<file path="src/rtl/pc_gen_if.sv">
// Fetch-side bundle of pc_gen: fetch handshake, redirect/trap/mret events
// and the PC/EPC/badaddr state exported to fetch and CSR logic.
interface pc_gen_if #(
  parameter int ADDR_WIDTH = 32
);
  logic                  fetch_valid_o;
  logic                  fetch_ready_i;
  logic                  compressed_i;
  logic                  stall_i;
  logic                  redirect_valid_i;
  logic [ADDR_WIDTH-1:0] redirect_pc_i;
  logic [ADDR_WIDTH-1:0] redirect_src_i;
  logic                  trap_i;
  logic [ADDR_WIDTH-1:0] trap_pc_i;
  logic                  mret_i;
  logic [ADDR_WIDTH-1:0] pc_o;
  logic [ADDR_WIDTH-1:0] epc_o;
  logic [ADDR_WIDTH-1:0] badaddr_o;
  logic                  misalign_o;

  // PC generator side
  modport master (
    input  fetch_ready_i, compressed_i, stall_i, redirect_valid_i,
           redirect_pc_i, redirect_src_i, trap_i, trap_pc_i, mret_i,
    output fetch_valid_o, pc_o, epc_o, badaddr_o, misalign_o
  );

  // Fetch / pipeline / CSR side
  modport slave (
    output fetch_ready_i, compressed_i, stall_i, redirect_valid_i,
           redirect_pc_i, redirect_src_i, trap_i, trap_pc_i, mret_i,
    input  fetch_valid_o, pc_o, epc_o, badaddr_o, misalign_o
  );
endinterface

</file>
<file path="src/rtl/pc_gen.sv">
// Fetch program-counter generator: sequential advance under the fetch
// handshake, redirects, trap entry (external or misaligned target) and mret.
module pc_gen #(
  parameter int                    ADDR_WIDTH   = 32,
  parameter logic [ADDR_WIDTH-1:0] RESET_VECTOR = '0,
  parameter logic [ADDR_WIDTH-1:0] TRAP_VECTOR  = 'h100,
  parameter bit                    C_EXT        = 1'b0
) (
  input  logic      clk_i,
  input  logic      rst_n_i,
  pc_gen_if.master  bus
);

  typedef enum logic {BOOT, RUN} state_e;

  // Low address bits that must be zero for a legal instruction address.
  localparam logic [ADDR_WIDTH-1:0] ALIGN_MASK =
    C_EXT ? ADDR_WIDTH'(1) : ADDR_WIDTH'(3);

  state_e                state_q, state_d;
  logic [ADDR_WIDTH-1:0] pc_q, pc_d;
  logic [ADDR_WIDTH-1:0] epc_q, epc_d;
  logic [ADDR_WIDTH-1:0] bad_q, bad_d;
  logic                  mis_q, mis_d;
  logic                  tgt_misaligned;
  logic [ADDR_WIDTH-1:0] pc_inc;

  assign tgt_misaligned = |(bus.redirect_pc_i & ALIGN_MASK);
  assign pc_inc = (C_EXT && bus.compressed_i) ? ADDR_WIDTH'(2) : ADDR_WIDTH'(4);

  // State register: one BOOT cycle after reset, then RUN forever.
  always_ff @(posedge clk_i or negedge rst_n_i) begin
    if (!rst_n_i) state_q <= BOOT;
    else          state_q <= state_d;
  end

  // Next-state and next-PC selection; events are ignored during BOOT.
  always_comb begin
    state_d = RUN;
    pc_d    = pc_q;
    epc_d   = epc_q;
    bad_d   = bad_q;
    mis_d   = 1'b0;
    if (state_q == RUN) begin
      if (bus.trap_i) begin
        pc_d  = TRAP_VECTOR;
        epc_d = bus.trap_pc_i & ~ALIGN_MASK;
      end else if (bus.mret_i) begin
        pc_d = epc_q;
      end else if (bus.redirect_valid_i && !tgt_misaligned) begin
        pc_d = bus.redirect_pc_i;
      end else if (bus.redirect_valid_i) begin
        // Misaligned target traps; EPC points at the offending branch.
        pc_d  = TRAP_VECTOR;
        epc_d = bus.redirect_src_i;
        bad_d = bus.redirect_pc_i;
        mis_d = 1'b1;
      end else if (!bus.stall_i && bus.fetch_ready_i) begin
        pc_d = pc_q + pc_inc;
      end
    end
  end

  // Datapath registers.
  always_ff @(posedge clk_i or negedge rst_n_i) begin
    if (!rst_n_i) begin
      pc_q  <= RESET_VECTOR;
      epc_q <= '0;
      bad_q <= '0;
      mis_q <= 1'b0;
    end else begin
      pc_q  <= pc_d;
      epc_q <= epc_d;
      bad_q <= bad_d;
      mis_q <= mis_d;
    end
  end

  assign bus.fetch_valid_o = (state_q == RUN);
  assign bus.pc_o          = pc_q;
  assign bus.epc_o         = epc_q;
  assign bus.badaddr_o     = bad_q;
  assign bus.misalign_o    = mis_q;

endmodule

</file>
<file path="src/flat_wrapper.sv">
// flat-port wrapper written by rule: the top's interface ports become plain ports
module pc_gen_flat 
#(
  parameter int                    ADDR_WIDTH   = 32,
  parameter logic [ADDR_WIDTH-1:0] RESET_VECTOR = '0,
  parameter logic [ADDR_WIDTH-1:0] TRAP_VECTOR  = 'h100,
  parameter bit                    C_EXT        = 1'b0
)
  (clk_i, rst_n_i, bus_fetch_ready_i, bus_compressed_i, bus_stall_i, bus_redirect_valid_i, bus_redirect_pc_i, bus_redirect_src_i, bus_trap_i, bus_trap_pc_i, bus_mret_i, bus_fetch_valid_o, bus_pc_o, bus_epc_o, bus_badaddr_o, bus_misalign_o);
  pc_gen_if #(.ADDR_WIDTH(ADDR_WIDTH)) bus_i ();
  input  logic clk_i;
  input  logic rst_n_i;
  input wire logic [$bits(bus_i.fetch_ready_i)-1:0] bus_fetch_ready_i;
  input wire logic [$bits(bus_i.compressed_i)-1:0] bus_compressed_i;
  input wire logic [$bits(bus_i.stall_i)-1:0] bus_stall_i;
  input wire logic [$bits(bus_i.redirect_valid_i)-1:0] bus_redirect_valid_i;
  input wire logic [$bits(bus_i.redirect_pc_i)-1:0] bus_redirect_pc_i;
  input wire logic [$bits(bus_i.redirect_src_i)-1:0] bus_redirect_src_i;
  input wire logic [$bits(bus_i.trap_i)-1:0] bus_trap_i;
  input wire logic [$bits(bus_i.trap_pc_i)-1:0] bus_trap_pc_i;
  input wire logic [$bits(bus_i.mret_i)-1:0] bus_mret_i;
  output wire logic [$bits(bus_i.fetch_valid_o)-1:0] bus_fetch_valid_o;
  output wire logic [$bits(bus_i.pc_o)-1:0] bus_pc_o;
  output wire logic [$bits(bus_i.epc_o)-1:0] bus_epc_o;
  output wire logic [$bits(bus_i.badaddr_o)-1:0] bus_badaddr_o;
  output wire logic [$bits(bus_i.misalign_o)-1:0] bus_misalign_o;
  assign bus_i.fetch_ready_i = bus_fetch_ready_i;
  assign bus_i.compressed_i = bus_compressed_i;
  assign bus_i.stall_i = bus_stall_i;
  assign bus_i.redirect_valid_i = bus_redirect_valid_i;
  assign bus_i.redirect_pc_i = bus_redirect_pc_i;
  assign bus_i.redirect_src_i = bus_redirect_src_i;
  assign bus_i.trap_i = bus_trap_i;
  assign bus_i.trap_pc_i = bus_trap_pc_i;
  assign bus_i.mret_i = bus_mret_i;
  assign bus_fetch_valid_o = bus_i.fetch_valid_o;
  assign bus_pc_o = bus_i.pc_o;
  assign bus_epc_o = bus_i.epc_o;
  assign bus_badaddr_o = bus_i.badaddr_o;
  assign bus_misalign_o = bus_i.misalign_o;
  pc_gen #(.ADDR_WIDTH(ADDR_WIDTH), .RESET_VECTOR(RESET_VECTOR), .TRAP_VECTOR(TRAP_VECTOR), .C_EXT(C_EXT)) u_core (.clk_i(clk_i), .rst_n_i(rst_n_i), .bus(bus_i));
endmodule
</file>
<file path="config.mk">
export PLATFORM = sky130hd
export DESIGN_NAME = pc_gen_flat
export DESIGN_NICKNAME = d
export VERILOG_FILES = /design/src/rtl/pc_gen_if.sv /design/src/rtl/pc_gen.sv /design/src/flat_wrapper.sv
export SDC_FILE = /design/constraint.sdc
export NUM_CORES = 1
export LEC_CHECK = 0
export BUFFER_PORTS_ARGS = -buffer_cell sky130_fd_sc_hd__buf_2
export CAP_MARGIN = 30
export CORE_MARGIN = 1.5
export CORE_UTILIZATION = 35
export DETAILED_ROUTE_END_ITERATION = 8
export HOLD_SLACK_MARGIN = 0.03
export PLACE_DENSITY = 0.73
export SETUP_SLACK_MARGIN = 0.05
export SLEW_MARGIN = 10
export SYNTH_ARGS = -nofsm -noshare
export SYNTH_HDL_FRONTEND = slang
export SYNTH_SLANG_ARGS = --single-unit
</file>
<file path="constraint.sdc">
create_clock -name clk_i -period 1.61 [get_ports clk_i]
set_input_delay 0.0805 -clock clk_i [delete_from_list [all_inputs] [get_ports clk_i]]
set_output_delay 0.0805 -clock clk_i [all_outputs]
set_load 0.1 [all_outputs]
</file>
# --- After elaboration in Yosys (flattened, before gate mapping) ---
# Index checks and enable logic that the tools add are counted.
word_totals:
  regBits: 98
  latch_bits: 0
  ramBits: 0
  mem_bits_ro: 0
  in_bits: 104
  output_inout_bits: 98
  elab_cells: 35
  memories: 0
op_classes:
  n_addsub: 1
  mul: 0
  n_div: 0
  n_lt_le_gt_ge: 0
  n_eq_ne: 2
  shifts: 0
  n_mux: 14
  n_bitwise: 3
  n_reduce_logical: 10
op_table:
  columns: ["cell", "n"]
  rows:
  - ["$mux W32", 9]
  - ["$add A32 B3 Y32 const B", 1]
  - ["$mux W1", 5]
  - ["$reduce_and A5 Y1", 1]
  - ["$reduce_bool A5 Y1", 1]
  - ["$ne A2 B2 Y1 const B", 2]
  - ["$reduce_and A4 Y1", 1]
  - ["$not A1 Y1", 3]
  - ["$logic_and A1 B1 Y1", 2]
  - ["$logic_not A1 Y1", 2]
  - ["$reduce_and A2 Y1", 1]
  - ["$reduce_bool A2 Y1", 1]
  - ["$reduce_or A2 Y1", 1]

# --- Depth between registers and ports, before layout ---
# Gate-level depths: netlist (run 1).
logic_depth:
  ltp_word: 7
  mapped_depth: 7
  mapped_depth_nobuf: 6

# --- Worst setup path after synthesis (run 1) ---
# No wires, ideal clock.
synth_timing:
  path_type: "register -> register"
  from: "reg u_core.pc_q[2], in the netlist u_core.bus.pc_o[2]"
  to: "reg u_core.pc_q[22], in the netlist u_core.bus.pc_o[22]"
  setup_time_ns: 0.169
  arrival_time_ns: 2.329
  required_ns: 1.441
  path_slack_ns: -0.888
  stages_incl_launch_ff: 8
  n_path_buf: 1
  synth_period_minus_slack_ns: 2.498
  cell_sequence: "dfrtp_1 -> ha_1 -> nand3_1 -> nor4_4 -> buf_6 -> a221oi_1 -> o21ai_0 -> o211ai_1"
synth_via:
  elab_chain_cells: 6
synth_rtl:
  columns: ["item", "line_no", "text"]
  rows:
  - ["from (decl)", "pc_gen.sv:21", "logic [ADDR_WIDTH-1:0] pc_q, pc_d;"]
  - ["from (signal assigned)", "pc_gen.sv:72", "pc_q <= pc_d;"]
  - ["$add A32 B3 Y32", "pc_gen.sv:59", "pc_d = pc_q + pc_inc;"]
  - ["$mux W32", "pc_gen.sv:58", "end else if (!bus.stall_i && bus.fetch_ready_i) begin"]
  - ["$mux W32", "pc_gen.sv:52", "end else if (bus.redirect_valid_i) begin"]
  - ["$mux W32", "pc_gen.sv:50", "end else if (bus.redirect_valid_i && !tgt_misaligned) begin"]
  - ["$mux W32", "pc_gen.sv:48", "end else if (bus.mret_i) begin"]
  - ["$mux W32", "pc_gen.sv:45", "if (bus.trap_i) begin"]
# Every way passes these cells. The select of a mux whose other input is x is not followed.
# A chain may end at the register's enable or synchronous reset.

# --- Final worst setup path (run 1) ---
layout_timing:
  from: "reg u_core.pc_q[11], in the netlist u_core.bus.pc_o[11]"
  to: "reg u_core.pc_q[14], in the netlist u_core.bus.pc_o[14]"
# Same word-level chain as after synthesis.

==> metrics.txt, run 1 <==
Startpoint Class=register; Ys Warns=0; die height=127.9 µm; FFs w/ async S/R, synth=100.0%; most common cell in the netlist=dfrtp_1; Die ar.=between 15000 and 20000 µm²; Hold WS=approximately 26 ps; number of placed I/O pins=roughly 200; wire per inst=approximately 19 µm; CP max FO=7; largest net degree at the start of global routing=63; Inserted Clock Buffers=9; CP arrival=1990 ps; vias in the first global route=approximately 6000; P&R area growth vs syn=61.61%; layout cells sized above 1=a little under half; status=complete, but fails checks; Final Skew=8.722 ps; drt drc=0; Root Buffer Master=clkbuf_16; R2R depth=8; Final Hold Vio Count=0; Tmin final=roughly 1800 ps; share of the clock period used by the worst path=108.9%; Diodes inserted=0; total track usage=roughly a quarter; register area share after synthesis=between 40 and 50%; total gr overflow=0; CTS Buffer Depth=2; gpl congestion=around 0.90; first-pass GRT wire length=31010 µm; Total Routed Length=21140 µm; Setup violations, final=13; Worst path depth=8; Die Width=approximately 130 µm; Worst IR Drop VDD=just under 0.8 mV; Yosys cell types=between 50 and 60; Min-Delay Path Class=input pin to register; Tightest Pin Transition=between 500 and 600 ps; Initial Utilization=a little over a third; critical path class=register to register; Max H-tree Level=3; required time worst endpoint=~1900 ps; Max Freq=about 0.57 GHz; area of the core=15200 µm²; Crit path largest cell delay=about 430 ps; initial antenna violation count=1; Commonest cells post-synth=98 x dfrtp_1, 93 x nand2_1, 83 x o21ai_0; port buffer count=roughly 200; post-placement cell area=approximately 7300 µm²; Post-synth EDFFs=0; Pre-Repair DR Iteration Count=5; Row Count=45; pwr/cell area=about 1200 nW/µm²; Worst slew margin=65.27%; CTS clk-pin slew, worst paths=approximately 70 ps; Nets=about 1000; Syn Nets=about 680; Worst Slack Setup Final=-143.3 ps; vias per cell=between 5 and 6; pre-CTS setup slack=-175.9 ps; # fillers=1242; ANT nets after route=0; cell taking the most area after synthesis=dfrtp_1; Synth Instances=between 500 and 600; Leak=0.004149 µW; Worst Path Buf+Inv=3; Synth area leaders=dfrtp_1 45%, o21ai_0 7.6%, mux2_2 6.6%; CTS tree=done; RSZ-0062 raised after global routing=yes; Via Count=6069; cell family with most CP delay=flip-flops; Mapped Area=roughly 5500 µm²; failing checks=setup timing; Top FF cell, synth=dfrtp_1; CP Capture Type=register; Iteration-0 DRC Markers=496; top-area cell type share of the netlist area=44.89%; post-route cell area=8828 µm²; Min-Delay Path Depth=3; Slowest-stage cell, CP=dfrtp_4; Clock Latency Late Sink=around 360 ps; # clock sinks=between 90 and 100; Max Slew Vio Count=0; Yosys reg bits=just under 100; Post-DP HPWL=14110 µm; maxcap violations=0; syn avg cell area=~9.6 µm²; CP cell instances=buf_6 > nand3_4 > nor4_4 > buf_4 > buf_12 > xor2_2 > a221oi_2 > o21ai_1
[registers in the layout, summed over array words and instances (netlist names)]
signal	count
u_core.bus.pc_o	32
u_core.bus.badaddr_o	32
u_core.bus.misalign_o	1
u_core.bus.fetch_valid_o	1
u_core.bus.epc_o	32
[tightest hold or removal path: stages]
cell and delay, ps:
buf_2 70, mux2i_1 50, o21ai_0 140
[cell families (layout without fill, tap and decap cells)]
logic type | Yosys count | after routing | synth area share, %
xor+xnor | 8 | 8 | 1.283
flops | 98 | 98 | 44.89
compound gates | 164 | 164 | 19.17
simple gates | 181 | 181 | 16.54
buf+inv | 54 | 391 | 5.176
mux | 65 | 65 | 12.64
other cells | 1 | 1 | 0.06865
fa+ha+maj | 1 | 1 | 0.2290
[where the power goes]
group          leakage (µW)  internal, µW  switching [µW]  total (µW)
logic               0.00281          1060            3790        4850
clock network      0.000150          1260             985        2240
registers           0.00119          2880             337        3220
[layout by cell type (no fill, tap or decap), types with 10 or more instances in the layout]
cell	count
nand2_1	93
o311ai_1	10
dfrtp_4	24
o21ai_0	62
buf_6	14
nand2b_1	16
o211ai_1	12
buf_4	72
mux2i_1	33
a21oi_1	13
dlygate4sd3_1	70
nor2_1	13
clkbuf_16	12
o21ai_1	18
mux2_2	27
buf_2	197
dfrtp_1	70
[repair_timing]
action | 4_1_cts | 5_1_grt
hold buffers | 70 | 0
buffers inserted | 6 | 12
endpoints found under the setup margin | 37 | 39
pin swaps | 8 | 28
gates resized for setup | 31 | 50
hold endpoints to repair | 152 | 0
cloned | 0 | 3
[layer usage]
| metal | track usage (%) | share of wire [%] | vias to the layer above |
|---|---|---|---|
| met2 | 39.60 | 48 | 316 |
| met4 | 13.35 | 4.6 | 2 |
| li1 | - | - | 2746 |
| met5 | 0 | 0.047 | - |
| met1 | 31.00 | 41 | 2932 |
| met3 | 5.092 | 7.1 | 73 |
[area by class of cell]
class	instances	area [µm²]	area share, %
Clock buffer	11	242.7	2.749
Timing Repair Buffer	365	2640	29.90
Clock inverter	5	61.31	0.6944
Multi-Input combinational cell	420	3064	34.71
Sequential cell	98	2547	28.85
Inverter	10	37.54	0.4252
Tap cell	188	235.2	2.664
[path summary, 6_finish.rpt]
kind / from / end / slack [ps]
worst max register to register: u_core.bus.pc_o[11]$_DFFE_PN0P_ / u_core.bus.pc_o[14]$_DFFE_PN0P_ / -140
worst max-delay path: u_core.bus.pc_o[11]$_DFFE_PN0P_ / u_core.bus.pc_o[14]$_DFFE_PN0P_ / -140
worst min-delay path: bus_trap_pc_i[6] / u_core.bus.epc_o[6]$_DFFE_PN0P_ / 30
worst min register to register: u_core.bus.badaddr_o[8]$_DFFE_PN0P_ / u_core.bus.badaddr_o[8]$_DFFE_PN0P_ / 500
max in group asynchronous: rst_n_i / u_core.bus.pc_o[8]$_DFFE_PN0P_ / 900
min in group asynchronous: rst_n_i / u_core.bus.badaddr_o[25]$_DFFE_PN0P_ / 130
[per-stage QoR]
step                      power, µW  util, %  cells  setup TNS (ps)
after global routing          10640    58.07   1097           -2142
after floorplan                6737        -    572           -3971
after detailed placement       7791    48.12    991           -1321
final                         10310    58.07   1097          -974.2
after global placement         7735    48.12    991          -535.9
after CTS                     10200    55.64   1083          -723.6
No activity file was read; power rests on OpenSTA's default activity.
==> run 2, diff against run 1 <==
--- a/config.mk
+++ b/config.mk
@@ -13,6 +13,7 @@
 export HOLD_SLACK_MARGIN = 0.03
 export PLACE_DENSITY = 0.73
 export SETUP_SLACK_MARGIN = 0.05
+export SKIP_LAST_GASP = 1
 export SLEW_MARGIN = 10
 export SYNTH_ARGS = -nofsm -noshare
 export SYNTH_HDL_FRONTEND = slang
==> metrics.txt, run 2 (same netlist as run 1, synthesis figures left out) <==
status=complete, but fails checks; failing checks=setup timing; Max Freq=0.5446 GHz (-4.5%); vias in the first global route=5822 (-0.069%); gpl congestion=0.8987 (unchanged); Max H-tree Level=3 (unchanged); area of the core=15200 µm² (unchanged); Initial Utilization=35.93% (unchanged); number of placed I/O pins=202 (unchanged); Max Slew Vio Count=0 (unchanged); layout cells sized above 1=46.70% (+0.61 points); CTS Buffer Depth=2 (unchanged); Worst Slack Setup Final=-226.3 ps (-83.01 ps); Tightest Pin Transition=523.5 ps (-1.080 ps); Startpoint Class=register; Die Width=127.9 µm (unchanged); CTS clk-pin slew, worst paths=70 ps (about the same); post-placement cell area=7315 µm² (unchanged); Multi-input gate area=3059 µm² (-0.16%); share of the clock period used by the worst path=114.1% (+5.2 points); required time worst endpoint=1840 ps (about the same); Leak=0.004145 µW (about the same); Tmin final=1836 ps (+83.01 ps); Worst IR Drop VDD=0.7820 mV (+0.29%); Pre-Repair DR Iteration Count=5 (unchanged); critical path class=register to register; area occupied by registers=2547 µm² (unchanged); pwr/cell area=1163 nW/µm² (-0.41%); CTS tree=done; ANT nets after route=0 (unchanged); maxcap violations=0 (unchanged); initial antenna violation count=1 (unchanged); Worst slew margin=65.34% (+0.071 points); total gr overflow=0 (unchanged); die height=127.9 µm (unchanged); CP max FO=5 (-2); Final Skew=7.742 ps (-0.9808 ps); final core occ=58.17% (+0.099 points); most frequent cells in the layout=197 x buf_2, 93 x nand2_1, 72 x buf_4; Via Count=6090 (+0.35%); Min-Delay Path Class=input pin to register; CP arrival=2070 ps (+80 ps); # clock sinks=98 (unchanged); Total Routed Length=21170 µm (+0.11%); CP Capture Type=register; total track usage=24.55% (-0.027 points); wire per inst=19.28 µm (about the same); largest net degree at the start of global routing=63 (unchanged); RSZ-0062 raised after global routing=yes; leading cell type in the layout, fill and taps excluded=buf_2; port buffer count=198 (unchanged); Setup violations, final=16 (+3); vias per cell=5.546 (+0.25%); Iteration-0 DRC Markers=447 (-9.9%); Row Count=45 (unchanged); Clock Latency Late Sink=360 ps (about the same); post-route cell area=8843 µm² (+0.17%); Pwr Total=10290 µW (-0.24%); Die ar.=16370 µm² (unchanged); Diodes inserted=0 (unchanged); Root Buffer Master=clkbuf_16; P&R area growth vs syn=61.89%; Inserted Clock Buffers=9 (unchanged); Post-DP HPWL=14110 µm (unchanged); Nets=1010 (+0.099%); drt drc=0 (unchanged); Final Hold Vio Count=0 (unchanged); first-pass GRT wire length=30970 µm (-0.11%); # fillers=1239 (-0.24%)
[run 2: layer usage]
metal	up-vias	track usage [%]	wire length, µm	part of all wire [%]
li1	2754	-	-	-
met1	2900	30.92	8415	40
met2	344	39.60	9897	47
met3	90	5.092	1713	8.1
met4	2	13.35	1131	5.3
met5	-	0	10	0.047
[run 2: layout make-up]
class / instances / share of cell area (%)
clock inverters: 5 / 0.6933
repair buffers: 366 / 30.08
clock buffers: 11 / 2.745
inverters: 10 / 0.4244
well taps: 188 / 2.660
flip-flops and latches: 98 / 28.81
multi-input cells: 420 / 34.59
[run 2: where the power goes]
group	total, µW	leakage [µW]	switching, µW	internal [µW]
Sequential	3220	0.00119	336	2880
Clock	2240	0.000150	981	1260
Combinational	4830	0.00280	3790	1040
[run 2: stage by stage]
| step | hold slack, ps | setup slack (ps) | instances | TNS, ps |
|---|---|---|---|---|
| 2_1_floorplan | -215.1 | -331.9 | 572 | -3971 |
| 3_3_place_gp | -39.18 | -99.28 | 991 | -535.9 |
| 3_5_place_dp | -39.15 | -175.9 | 991 | -1321 |
| 4_1_cts | 30.26 | -135.8 | 1083 | -948.2 |
| 5_1_grt | 38.52 | -280.3 | 1098 | -3068 |
| 6_report | 27.60 | -226.3 | 1098 | -1653 |
[run 2: path summary, 6_finish.rpt]
kind	cells past startpoint	slack, ps	to	start
max in group asynchronous	3	900	u_core.bus.pc_o[23]$_DFFE_PN0P_	rst_n_i
min	3	30	u_core.bus.epc_o[6]$_DFFE_PN0P_	bus_trap_pc_i[6]
max	9	-230	u_core.bus.pc_o[26]$_DFFE_PN0P_	u_core.bus.pc_o[11]$_DFFE_PN0P_
min in group asynchronous	2	130	u_core.bus.badaddr_o[25]$_DFFE_PN0P_	rst_n_i
max reg2reg	9	-230	u_core.bus.pc_o[26]$_DFFE_PN0P_	u_core.bus.pc_o[11]$_DFFE_PN0P_
min reg2reg	1	500	u_core.bus.badaddr_o[8]$_DFFE_PN0P_	u_core.bus.badaddr_o[8]$_DFFE_PN0P_
[run 2: what timing repair did]
item,CTS,global route
endpoints found under the hold margin,152,0
pin swaps,6,32
buffers inserted,6,13
setup endpoints to repair,37,37
hold buffers,70,0
gates cloned,0,3
gates resized for setup,20,58
[run 2: critical path: stages (launching register included)]
cell and delay [ps]:
dfrtp_4 430, buf_6 110, nand3_4 100, nor4_4 300, buf_4 190, buf_12 110
clkbuf_16 130, a31oi_1 80, o21ai_1 150, o311ai_2 110
==> run 3, diff against run 2 <==
--- a/config.mk
+++ b/config.mk
@@ -8,10 +8,11 @@
 export BUFFER_PORTS_ARGS = -buffer_cell sky130_fd_sc_hd__buf_2
 export CAP_MARGIN = 30
 export CORE_MARGIN = 1.5
-export CORE_UTILIZATION = 35
+export CORE_UTILIZATION = 33
 export DETAILED_ROUTE_END_ITERATION = 8
 export HOLD_SLACK_MARGIN = 0.03
-export PLACE_DENSITY = 0.73
+export PLACE_DENSITY = 0.7
+export REMOVE_ABC_BUFFERS = 1
 export SETUP_SLACK_MARGIN = 0.05
 export SKIP_LAST_GASP = 1
 export SLEW_MARGIN = 10
==> metrics.txt, run 3 (same netlist as run 1, synthesis figures left out) <==
status=complete, but fails checks; failing checks=setup timing; Total Routed Length=19390 µm (-8.4%); Final Skew=7.034 ps (-0.7079 ps); CP max FO=4 (-1); layout cells sized above 1=41.62% (-5.1 points); Worst Slack Setup Final=-106.3 ps (+119.9 ps); Worst IR Drop VDD=0.6557 mV (-16%); Clock Latency Late Sink=360 ps (about the same); Setup violations, final=12 (-4); Combinational Power Share=46.8% (about the same); Post-DP HPWL=13540 µm (-4.0%); Root Buffer Master=clkbuf_16; vias per cell=5.067 (-8.6%); required time worst endpoint=1860 ps (+20 ps); CTS tree=done; total gr overflow=0 (unchanged); Max Freq=0.5826 GHz (+7.0%); Sw Ratio=48.81% (-0.80 points); Die ar.=17330 µm² (+5.9%); Multi-input gate area=2964 µm² (-3.1%); Row Count=46 (+2.2%); Via Count=5721 (-6.1%); # clock sinks=98 (unchanged); Worst slew margin=59.25% (-6.1 points); CP arrival=1960 ps (-110 ps); port buffer count=198 (unchanged); total track usage=22.43% (-2.1 points); drt drc=0 (unchanged); number of placed I/O pins=202 (unchanged); maxcap violations=0 (unchanged); Clock power frac=22.2% (+0.4 points); most frequent cells in the layout=197 x buf_2, 93 x dfrtp_1, 92 x nand2_1; Net Sw Power=4963 µW (-2.7%); post-route cell area=8625 µm² (-2.5%); GRT met1 Usage=29.33% (-1.6 points); ANT nets after route=0 (unchanged); area occupied by registers=2459 µm² (-3.5%); Reg power frac=31.0% (-0.3 points); Max H-tree Level=3 (unchanged); grt peak-use layer=met2; Die Width=131.7 µm (+2.9%); critical path class=register to register; Leak=0.004126 µW (-0.45%); Pre-Repair DR Iteration Count=4 (-1); Pint=5206 µW (+0.44%); placed cells=1020 (+2.9%); leading cell type in the layout, fill and taps excluded=buf_2; Startpoint Class=register; first-pass GRT wire length=30700 µm (-0.89%); met3 Use GR=4.205% (-0.89 points); Nets=1014 (+0.40%); wire per inst=17.18 µm (-11%); CP Capture Type=register; final std cells w/o fill=1129 (+2.8%); Iteration-0 DRC Markers=350 (-22%); area of the core=16000 µm² (+5.3%); Initial Utilization=34.14% (-1.8 points); P&R area growth vs syn=57.88%; Inserted Clock Buffers=9 (unchanged); GR Util met2=36.40% (-3.2 points); pwr/cell area=1179 nW/µm² (+1.4%); share of the clock period used by the worst path=106.6% (-7.4 points); initial antenna violation count=0 (-1); CTS clk-pin slew, worst paths=70 ps (about the same); Tmin final=1716 ps (-119.9 ps); gpl congestion=0.8724 (-2.9%); die height=131.7 µm (+2.9%); Min-Delay Path Class=input pin to register; largest net degree at the start of global routing=38 (-40%); # fillers=1473 (+19%); RSZ-0062 raised after global routing=yes; Final Hold Vio Count=0 (unchanged); CTS Buffer Depth=2 (unchanged); Tightest Pin Transition=603.6 ps (+80.14 ps); Max Slew Vio Count=0 (unchanged); Diodes inserted=0 (unchanged); vias in the first global route=5794 (-0.48%); post-placement cell area=7161 µm² (-2.1%)
[run 3: changes by cell type in the layout (fill, tap and decap cells not counted), moves of 3 or more]
cell,change
buf_12,-6
buf_4,+5
buf_6,-3
clkbuf_16,-3
dfrtp_1,+23
dfrtp_4,-24
dlygate4sd3_1,+9
nand3_1,+4
nand3_2,-3
nor3_1,+3
o21ai_2,-3
[run 3: cell type report]
type                       count  share of cell area [%]
timing repair buffer         370                   30.02
sequential                    98                   28.51
clock buffer                  13                   3.134
clock inverter                 2                  0.4062
tap                          216                   3.134
inverter                      10                  0.4352
multi-input combinational    420                   34.37
[run 3: final timing paths]
path	startpoint	to	slack, ps	depth (start not counted)
setup / recovery	u_core.bus.pc_o[3]$_DFFE_PN0P_	u_core.bus.pc_o[14]$_DFFE_PN0P_	-110	8
min in group asynchronous	rst_n_i	u_core.bus.badaddr_o[23]$_DFFE_PN0P_	270	2
hold reg to reg	u_core.bus.badaddr_o[23]$_DFFE_PN0P_	u_core.bus.badaddr_o[23]$_DFFE_PN0P_	500	1
max in group asynchronous	rst_n_i	u_core.bus.pc_o[9]$_DFFE_PN0P_	700	3
setup reg to reg	u_core.bus.pc_o[3]$_DFFE_PN0P_	u_core.bus.pc_o[14]$_DFFE_PN0P_	-110	8
hold / removal	bus_redirect_src_i[12]	u_core.bus.epc_o[12]$_DFFE_PN0P_	30	3
[run 3: what timing repair did]
| item | in CTS | in global routing |
|---|---|---|
| endpoints found under the hold margin | 92 | 0 |
| pin swaps | 7 | 40 |
| setup buffers | 4 | 12 |
| endpoints found under the setup margin | 33 | 58 |
| hold buffers | 79 | 0 |
| resized for setup | 15 | 62 |
[run 3: critical path, cell delays in order, from the launching register on]
cell and delay (ps):
dfrtp_1 350, buf_4 120, ha_4 140, nand3_4 80, nor4_4 330, buf_4 200
xor2_1 80, a221oi_2 220, o21ai_1 80
[run 3: layer usage]
layer / part of all wire [%] / vias to the layer above
li1: - / 2763
met1: 44 / 2744
met2: 48 / 191
met3: 6.2 / 23
met4: 2.0 / 0
met5: 0 / -
[run 3: through the flow]
stage          power (µW)  util [%]  hold slack, ps  worst slack [ps]  TNS, ps
2_1_floorplan        6581         -          -215.1             -1765  -122840
3_3_place_gp         7637     44.75           103.6            -72.72   -261.8
3_5_place_dp         7684     44.75           106.6            -133.3    -1108
4_1_cts             10140     52.07           30.04            -28.36   -172.5
5_1_grt             10570     53.90           38.98            -189.2    -2027
6_report            10170     53.90           29.77            -106.3   -671.8
[run 3: power by group through the flow]
stage	sequential, µW	clock [µW]	combinational (µW)
after floorplan	5990	0	590
after global placement	3160	0	4480
after detailed placement	3170	0	4510
after CTS	3140	2320	4690
after global routing	3200	2430	4940
final	3150	2260	4760
